<file path="config.mk">
export PLATFORM = sky130hd
export DESIGN_NAME = int_sequencer
export DESIGN_NICKNAME = d
export VERILOG_FILES = /design/src/rtl/int_pkg.sv /design/src/rtl/isr_watchdog.sv /design/src/rtl/int_sequencer.sv
export SDC_FILE = /design/constraint.sdc
export NUM_CORES = 1
export LEC_CHECK = 0
export ABC_AREA = 1
export BUFFER_PORTS_ARGS = -buffer_cell sky130_fd_sc_hd__buf_2
export CAP_MARGIN = 20
export CORE_MARGIN = 4
export CORE_UTILIZATION = 45
export DETAILED_ROUTE_END_ITERATION = 10
export HOLD_SLACK_MARGIN = 0.02
export MAX_ROUTING_LAYER = met4
export PLACE_DENSITY = 0.72
export SLEW_MARGIN = 10
export SYNTH_ARGS = -nofsm -noshare
export SYNTH_HDL_FRONTEND = slang
export SYNTH_SLANG_ARGS = --single-unit
</file>
<file path="constraint.sdc">
create_clock -name clk -period 1.2 [get_ports clk]
set_input_delay 0.12 -clock clk [delete_from_list [all_inputs] [get_ports clk]]
set_output_delay 0.12 -clock clk [all_outputs]
set_load 0.02 [all_outputs]
</file>
<file path="src/rtl/int_pkg.sv">
// Shared constants for the interrupt sequencer: state encoding, default
// widths and the fixed ISR entry addresses of the vectoring unit.
package int_pkg;

  localparam logic [2:0] IDLE   = 3'd0;
  localparam logic [2:0] ARM    = 3'd1;
  localparam logic [2:0] VECTOR = 3'd2;
  localparam logic [2:0] ISR    = 3'd3;
  localparam logic [2:0] RETURN = 3'd4;

  localparam int DEF_ADDR_W  = 8;
  localparam int DEF_TO_W    = 8;
  localparam int DEF_TIMEOUT = 255;

  localparam logic [7:0] VEC_ZERO     = 8'h00;
  localparam logic [7:0] VEC_OVERFLOW = 8'h01;
  localparam logic [7:0] VEC_ILLEGAL  = 8'h02;
  localparam logic [7:0] VEC_EXTERNAL = 8'h04;

endpackage

</file>
<file path="src/rtl/isr_watchdog.sv">
// ISR watchdog: cycle counter restarted on ISR entry, saturating at TIMEOUT,
// with a sticky expiry flag that only to_clr or clr can drop.
module isr_watchdog
  import int_pkg::*;
#(
  parameter int TO_W    = DEF_TO_W,
  parameter int TIMEOUT = DEF_TIMEOUT
) (
  input  logic clk,
  input  logic clr,
  input  logic start,
  input  logic run,
  input  logic to_clr,
  output logic expire,
  output logic flag
);

  localparam logic [TO_W-1:0] CNT_MAX  = TO_W'(TIMEOUT);
  localparam logic [TO_W-1:0] CNT_LAST = TO_W'(TIMEOUT - 1);

  logic [TO_W-1:0] cnt_q, cnt_d;
  logic            flag_q, flag_d;

  // run is already qualified by the caller with "no rti this cycle", so an
  // rti in the last allowed cycle never raises the flag.
  assign expire = run && (cnt_q == CNT_LAST);
  assign flag   = flag_q;

  // NOTE: every always_comb output gets a default first, so no path leaves
  // it unassigned and no latch is inferred.
  always_comb begin
    cnt_d  = cnt_q;
    flag_d = flag_q;
    if (start) begin
      cnt_d = '0;
    end else if (run && cnt_q != CNT_MAX) begin
      cnt_d = cnt_q + 1'b1;
    end
    if (expire) begin
      flag_d = 1'b1;
    end else if (to_clr) begin
      flag_d = 1'b0;
    end
  end

  // NOTE: sequential state uses non-blocking assignments only, so every
  // register samples pre-edge values regardless of block ordering.
  always_ff @(posedge clk) begin
    if (clr) begin
      cnt_q  <= '0;
      flag_q <= 1'b0;
    end else begin
      cnt_q  <= cnt_d;
      flag_q <= flag_d;
    end
  end

endmodule

</file>
<file path="src/rtl/int_sequencer.sv">
// Interrupt entry/exit sequencer: arbitrates at instruction boundaries,
// saves the return PC, vectors to the ISR and restores the PC on RTI.
module int_sequencer
  import int_pkg::*;
#(
  parameter int ADDR_W  = DEF_ADDR_W,
  parameter int TO_W    = DEF_TO_W,
  parameter int TIMEOUT = DEF_TIMEOUT
) (
  input  logic              clk,
  input  logic              clr,
  input  logic              irq_pending,
  input  logic [ADDR_W-1:0] vec_addr,
  input  logic [ADDR_W-1:0] pc_cur,
  input  logic              instr_boundary,
  input  logic              rti,
  input  logic              gie_set,
  input  logic              gie_clr,
  input  logic              to_clr,
  output logic              int_en,
  output logic              i_clr,
  output logic              stall,
  output logic              pc_load,
  output logic [ADDR_W-1:0] pc_next,
  output logic [ADDR_W-1:0] epc,
  output logic              in_isr,
  output logic              isr_timeout
);

  logic [2:0]        state_q, state_d;
  logic              gie_q, gie_d;
  logic [ADDR_W-1:0] epc_q, epc_d;
  logic [ADDR_W-1:0] vec_q, vec_d;
  logic              wd_expire;

  isr_watchdog #(
    .TO_W   (TO_W),
    .TIMEOUT(TIMEOUT)
  ) u_watchdog (
    .clk   (clk),
    .clr   (clr),
    .start (state_q == VECTOR),
    .run   ((state_q == ISR) && !rti),
    .to_clr(to_clr),
    .expire(wd_expire),
    .flag  (isr_timeout)
  );

  always_comb begin
    state_d = state_q;
    epc_d   = epc_q;
    vec_d   = vec_q;
    gie_d   = gie_clr ? 1'b0 : (gie_set ? 1'b1 : gie_q);
    case (state_q)
      IDLE: if (irq_pending && gie_q) state_d = ARM;
      ARM: begin
        // Dropping the enable or the request aborts before anything is captured.
        if (gie_clr || !irq_pending) begin
          state_d = IDLE;
        end else if (instr_boundary) begin
          epc_d   = pc_cur;
          vec_d   = vec_addr;
          state_d = VECTOR;
        end
      end
      VECTOR: state_d = ISR;
      ISR:    if (rti || wd_expire) state_d = RETURN;
      RETURN: state_d = IDLE;
      default: state_d = IDLE;
    endcase
  end

  always_ff @(posedge clk) begin
    if (clr) begin
      state_q <= IDLE;
      gie_q   <= 1'b0;
      epc_q   <= '0;
      vec_q   <= '0;
    end else begin
      state_q <= state_d;
      gie_q   <= gie_d;
      epc_q   <= epc_d;
      vec_q   <= vec_d;
    end
  end

  assign int_en  = gie_q && (state_q == IDLE || state_q == ARM);
  assign i_clr   = (state_q == VECTOR);
  assign stall   = (state_q == VECTOR) || (state_q == RETURN);
  assign pc_load = stall;
  assign pc_next = (state_q == VECTOR) ? vec_q :
                   (state_q == RETURN) ? epc_q : '0;
  assign epc     = epc_q;
  assign in_isr  = (state_q == ISR);

endmodule

</file>
==> impl_metrics.tcl, run 1 <==
set metrics [dict create \
    netlist_instances 240 \
    drive_gt1_share_pct 46.8 \
    skew_ns 0.00879 \
    io_buffers 45 \
    cp_max_fo 5 \
    yosys_warnings 0 \
    cts_max_path_buffers 2 \
    clkTransAtPathRegs_ns 0.10 \
    arrival_ns 1.41 \
    ant_nets 0 \
    maxSlewHeadroom_pct 82.7 \
    violations "negative setup slack" \
    die_h_um 66.5 \
    ctsHtreeMaxLevel 2 \
    io_pins 46 \
    antenna_found_initial 0 \
    critPathLaunchType "flip-flop" \
    diodes 0 \
    ys_ff_latch 29 \
    num-fill-cells 197 \
    seq_area_um2 597 \
    synth_nets 266 \
    initialDrtViolationCount 97 \
    synth_top_cell_area_share_pct 37.7 \
    fin_crit_sh_pct 128 \
    cap_violations 0 \
    p_leak_nw 1.19 \
    rsz0062_at_grt "true" \
    crit_path_start "state_q[1]" \
    yosys.area.top_type "dfxtp_1" \
    post-route-min-period_ns 1.53 \
    place_ws_ns -0.0936 \
    finalSetupViolCount 41 \
    root_buffer "clkbuf_4" \
    std_cell_rows 20 \
    fp.dieW_um 66.5 \
    vias_per_cell 4.77 \
    wl_per_cell_um 13.8 \
    drc 0 \
    status "finished with violations" \
    coreArea_um2 3150 \
    yosys-top-cells-area "dfxtp_1 38%, nand2_1 19%, nor2_1 9.7%" \
    worstSetupEndpointType "output pin" \
    cts_tree "yes" \
    yosysSeqAreaShare_pct 37.7 \
    clkLatencyLatePin_ns 0.33 \
    ir_drop_mv 0.995 \
    multi_input_area_um2 973 \
    hold_viol_final 0 \
    path_class "flip-flop to output pin" \
    cp.required_ns 1.08 \
    grt_start_max_net_pins 24 \
    hpwl_um 2580 \
    holdCritStartpoint "to_clr" \
    slew_violations 0 \
    grt_pass1_vias 1630 \
    routed_wirelength_um 5150 \
    syn_to_final_growth_pct 66.1 \
    start_util_pct 48.8 \
    grt_first_pass_wirelength_um 7120 \
    cts.sinks 29 \
    regToRegStartpoint "state_q[0]" \
    numCtsBuffers 5 \
    syn_area_um2 1540 \
    grt_overflow 0 \
    min_path_type "input pin to flip-flop" \
    setup_ws_ns -0.334 \
    dieArea_um2 4420 \
    fmax_ghz 0.652 \
    power.total_mw 3.05 \
    firstDrtPassIters 5 \
    grtUsageTotal_pct 21.9 \
    avgSynthCellArea_um2 6.42 \
    tightestPinTransition_ns 0.258 \
    vias 1780 \
    worst_hold_slack_ns 0.0458 \
    p_per_area_nw_per_um2 1190 \
    synth_cell_types 24 \
    routabilityCongestion 0.874 \
    nNetsFinal 354 \
]
-- registers in the layout (all words and copies together) (netlist names) --
register and cells:
u_watchdog.flag 1, vec_q 8, u_watchdog.cnt_q 8, gie_q 1
state_q 3, epc 8
-- critical path, cell delays in order (launching register included) --
cell     delay [ns]
dfxtp_4        0.37
inv_1          0.15
nand3_4        0.11
buf_6          0.16
o21ai_4        0.14
buf_6          0.14
-- layout make-up --
cell class	count	share of cell area (%)
Multi-Input combinational cell	166	38.0
Timing Repair Buffer	87	26.9
Sequential cell	29	23.3
Inverter	39	6.21
Clock buffer	7	2.15
Tap cell	44	2.15
Clock inverter	1	1.17
-- cell usage after synthesis --
cell type  count
nand2_1       80
nor2_1        40
inv_1         36
dfxtp_1       29
a21oi_1        9
o21ai_0        8
nand3_1        6
nor2_2         6
buf_6          4
xor2_1         3
clkinv_1       2
ha_1           2
nand4_1        2
nor3_2         2
nor3b_1        2
buf_4          1
clkbuf_1       1
inv_6          1
nand2_2        1
nand3_2        1
nor2_4         1
nor3_1         1
o21bai_2       1
or2_1          1
-- metrics by stage --
step	util (%)	std cells	TNS [ns]	instance area, um^2
6_report	81.2	373	-8.71	2560
3_3_place_gp	63.1	349	-1.30	1990
4_1_cts	76.5	369	-6.79	2410
2_1_floorplan	-	240	-0.204	1560
3_5_place_dp	63.1	349	-2.03	1990
5_1_grt	81.2	373	-11.99	2560
-- cells in the final DEF, fill, tap and decap left out, drive strengths merged --
cell	instances
clkbuf	7
nor2	47
dlygate4sd3	2
or2	1
ha	2
o21ai	8
nor3	3
inv	37
nand4	2
nand2	81
nand3	7
nor3b	2
bufinv	1
o21bai	1
a21oi	9
buf	85
dfxtp	29
xor2	3
clkinv	2
-- final timing paths --
path,to,slack (ns),cells past startpoint
worst max-delay path,pc_next[0],-0.33,5
worst min-delay path,u_watchdog.flag,0.05,4
worst max register to register,vec_q[3],-0.29,9
worst min register to register,u_watchdog.flag,0.49,2
-- power breakdown --
part / internal [mW] / switching, mW / total [mW]
sequential: 1.03 / 0.0727 / 1.11
combinational: 0.493 / 0.593 / 1.09
clock: 0.497 / 0.361 / 0.858
total: 2.02 / 1.03 / 3.05
-- layer usage --
metal  wire, um  global-route usage, %
met4         89                   9.39
met5          0                      -
met3        289                   6.24
met2       2660                   37.1
met1       2110                   24.0
-- cells by family (layout without fill, tap and decap cells) --
kind of cell / Yosys count / after routing / synth area share (%)
adder cells (fa/ha/maj): 2 / 2 / 1.62
buffers and inverters: 45 / 134 / 13.5
XOR/XNOR: 3 / 3 / 1.71
flip-flops: 29 / 29 / 37.7
AO/OA/AOI/OAI: 18 / 18 / 6.25
AND/OR/NAND/NOR: 143 / 143 / 39.2
-- timing repair --
item | 4_1_cts | 5_1_grt
gates cloned | 2 | 0
pin swaps | 10 | 13
hold endpoints to repair | 4 | 0
endpoints found under the setup margin | 40 | 41
resized for setup | 76 | 32
setup buffers | 8 | 5
hold buffers | 2 | 0
No activity file was read; power rests on OpenSTA's default activity.
==> run 2, diff against run 1 <==
- CORE_UTILIZATION: 45 -> 40
- PLACE_DENSITY: 0.72 -> 0.63
- SKIP_CTS_REPAIR_TIMING: default -> 1
- clock period: 1.2 -> 1.85 ns (I/O delays scaled with it)
==> run 2 against run 1 <==
Net effect: the run now ends clean; global-route usage decreased by 7.6 points; clock power decreased by 42%; setup slack improved by 0.55 ns; register-to-register slack improved by 0.72 ns; power decreased by 49%.
==> impl_metrics.tcl, run 2 (same netlist as run 1, synthesis figures left out) <==
set metrics [dict create \
    coreArea_um2 3690 \
    grt_start_max_net_pins 33 \
    place_ws_ns 0.340 \
    critPathLaunchType "flip-flop" \
    fin_setup_tns_ns 0 \
    clkTransAtPathRegs_ns 0.06 \
    setup_ws_ns 0.214 \
    clkLatencyLatePin_ns 0.28 \
    tightestPinTransition_ns 0.305 \
    std_cell_rows 22 \
    cp.required_ns 1.66 \
    hpwl_um 2380 \
    final_cell_mix "79 x nand2_1, 45 x buf_2, 40 x nor2_1" \
    fp.dieW_um 70.1 \
    vias 1485 \
    cpPeakStageDelay_ns 0.36 \
    routed_wirelength_um 3190 \
    hold_viol_final 0 \
    skew_ns 0.00468 \
    root_buffer "clkbuf_8" \
    diodes 0 \
    p_per_area_nw_per_um2 823 \
    firstDrtPassIters 4 \
    fmax_ghz 0.611 \
    cap_violations 0 \
    syn_to_final_growth_pct 23.8 \
    crit_path_cell_trace "nor2_1 > nand2_2 > clkinvlp_4 > nand2_1 > o21ai_0 > buf_2" \
    path_class "flip-flop to output pin" \
    io_pins 46 \
    dieArea_um2 4910 \
    nNetsFinal 316 \
    finalSetupViolCount 0 \
    grt_first_pass_wirelength_um 5510 \
    p_leak_nw 0.935 \
    cts_max_path_buffers 2 \
    crit_slowest_cell "dfxtp_2" \
    initialDrtViolationCount 59 \
    fin_crit_sh_pct 88.4 \
    ctsHtreeMaxLevel 2 \
    numCtsBuffers 5 \
    cts.sinks 29 \
    num-fill-cells 399 \
    worstSetupEndpointType "output pin" \
    ant_nets 0 \
    cp_max_fo 9 \
    routabilityCongestion 0.848 \
    drive_gt1_share_pct 25.1 \
    die_h_um 70.1 \
    drc 0 \
    antenna_found_initial 0 \
    maxSlewHeadroom_pct 79.6 \
    grt_overflow 0 \
    wl_per_cell_um 9.40 \
    start_util_pct 41.8 \
    post-route-min-period_ns 1.64 \
    arrival_ns 1.45 \
    status "finished clean" \
    rsz0062_at_grt "false" \
    io_buffers 45 \
    cts_tree "yes" \
    final_common_cell "nand2_1" \
    ir_drop_mv 0.589 \
    grtUsageTotal_pct 14.3 \
    slew_violations 0 \
    vias_per_cell 4.38 \
    min_path_type "input pin to flip-flop" \
    grt_pass1_vias 1322 \
]
run 2: changes by cell type in the layout (fill, tap and decap cells not counted), sizes merged:
| cell | before | now |
|---|---|---|
| dlygate4sd3 | 2 | 0 |
| clkinv | 2 | 3 |
| buf | 85 | 49 |
| clkinvlp | 0 | 1 |
| clkbuf | 7 | 6 |
| bufinv | 1 | 0 |
run 2: per-layer routing:
layer,track usage (%),vias up,share of wire [%]
li1,-,815,-
met1,17.2,626,46
met2,21.8,42,46
met3,5.47,2,6.6
met4,5.11,0,0.78
met5,-,-,0
run 2: worst max-delay path, delay by kind of cell (launching register included):
kind | cells | cell delay (ns)
AO/OA/AOI/OAI | 1 | 0.09
AND/OR/NAND/NOR | 3 | 0.36
buffers and inverters | 2 | 0.37
flip-flops | 1 | 0.36
run 2: layout make-up:
cell class | count | area, um^2 | area share [%]
repair buffers | 49 | 268 | 14.0
clock inverters | 2 | 10.0 | 0.525
flip-flops and latches | 29 | 582 | 30.5
inverters | 39 | 155 | 8.14
multi-input cells | 166 | 759 | 39.8
clock buffers | 6 | 72.6 | 3.81
well taps | 48 | 60.1 | 3.15
run 2: path summary, 6_finish.rpt:
kind / from / end / slack [ns] / cells past startpoint
worst max-delay path: state_q[2] / pc_next[1] / 0.21 / 6
worst min register to register: u_watchdog.flag / u_watchdog.flag / 0.46 / 2
worst max register to register: u_watchdog.cnt_q[1] / u_watchdog.cnt_q[6] / 0.43 / 9
worst min-delay path: gie_clr / gie_q / 0.09 / 2
run 2: power breakdown:
part / leakage, nW / total (mW) / switching, mW / internal [mW]
logic: 0.655 / 0.373 / 0.245 / 0.128
registers: 0.235 / 0.701 / 0.0369 / 0.664
clock network: 0.0450 / 0.496 / 0.236 / 0.260
total: 0.935 / 1.57 / 0.518 / 1.05
run 2: per-stage QoR:
stage               cells  utilization, %  instance area [um^2]  hold slack (ns)  power, mW
floorplan             240               -                  1540            0.254      0.972
detailed placement    331            49.1                  1810            0.373       1.08
global placement      331            49.1                  1810            0.374       1.08
CTS                   339            51.4                  1890           0.0772       1.57
finish                339            51.7                  1910           0.0858       1.57
global route          339            51.7                  1910           0.0896       1.67
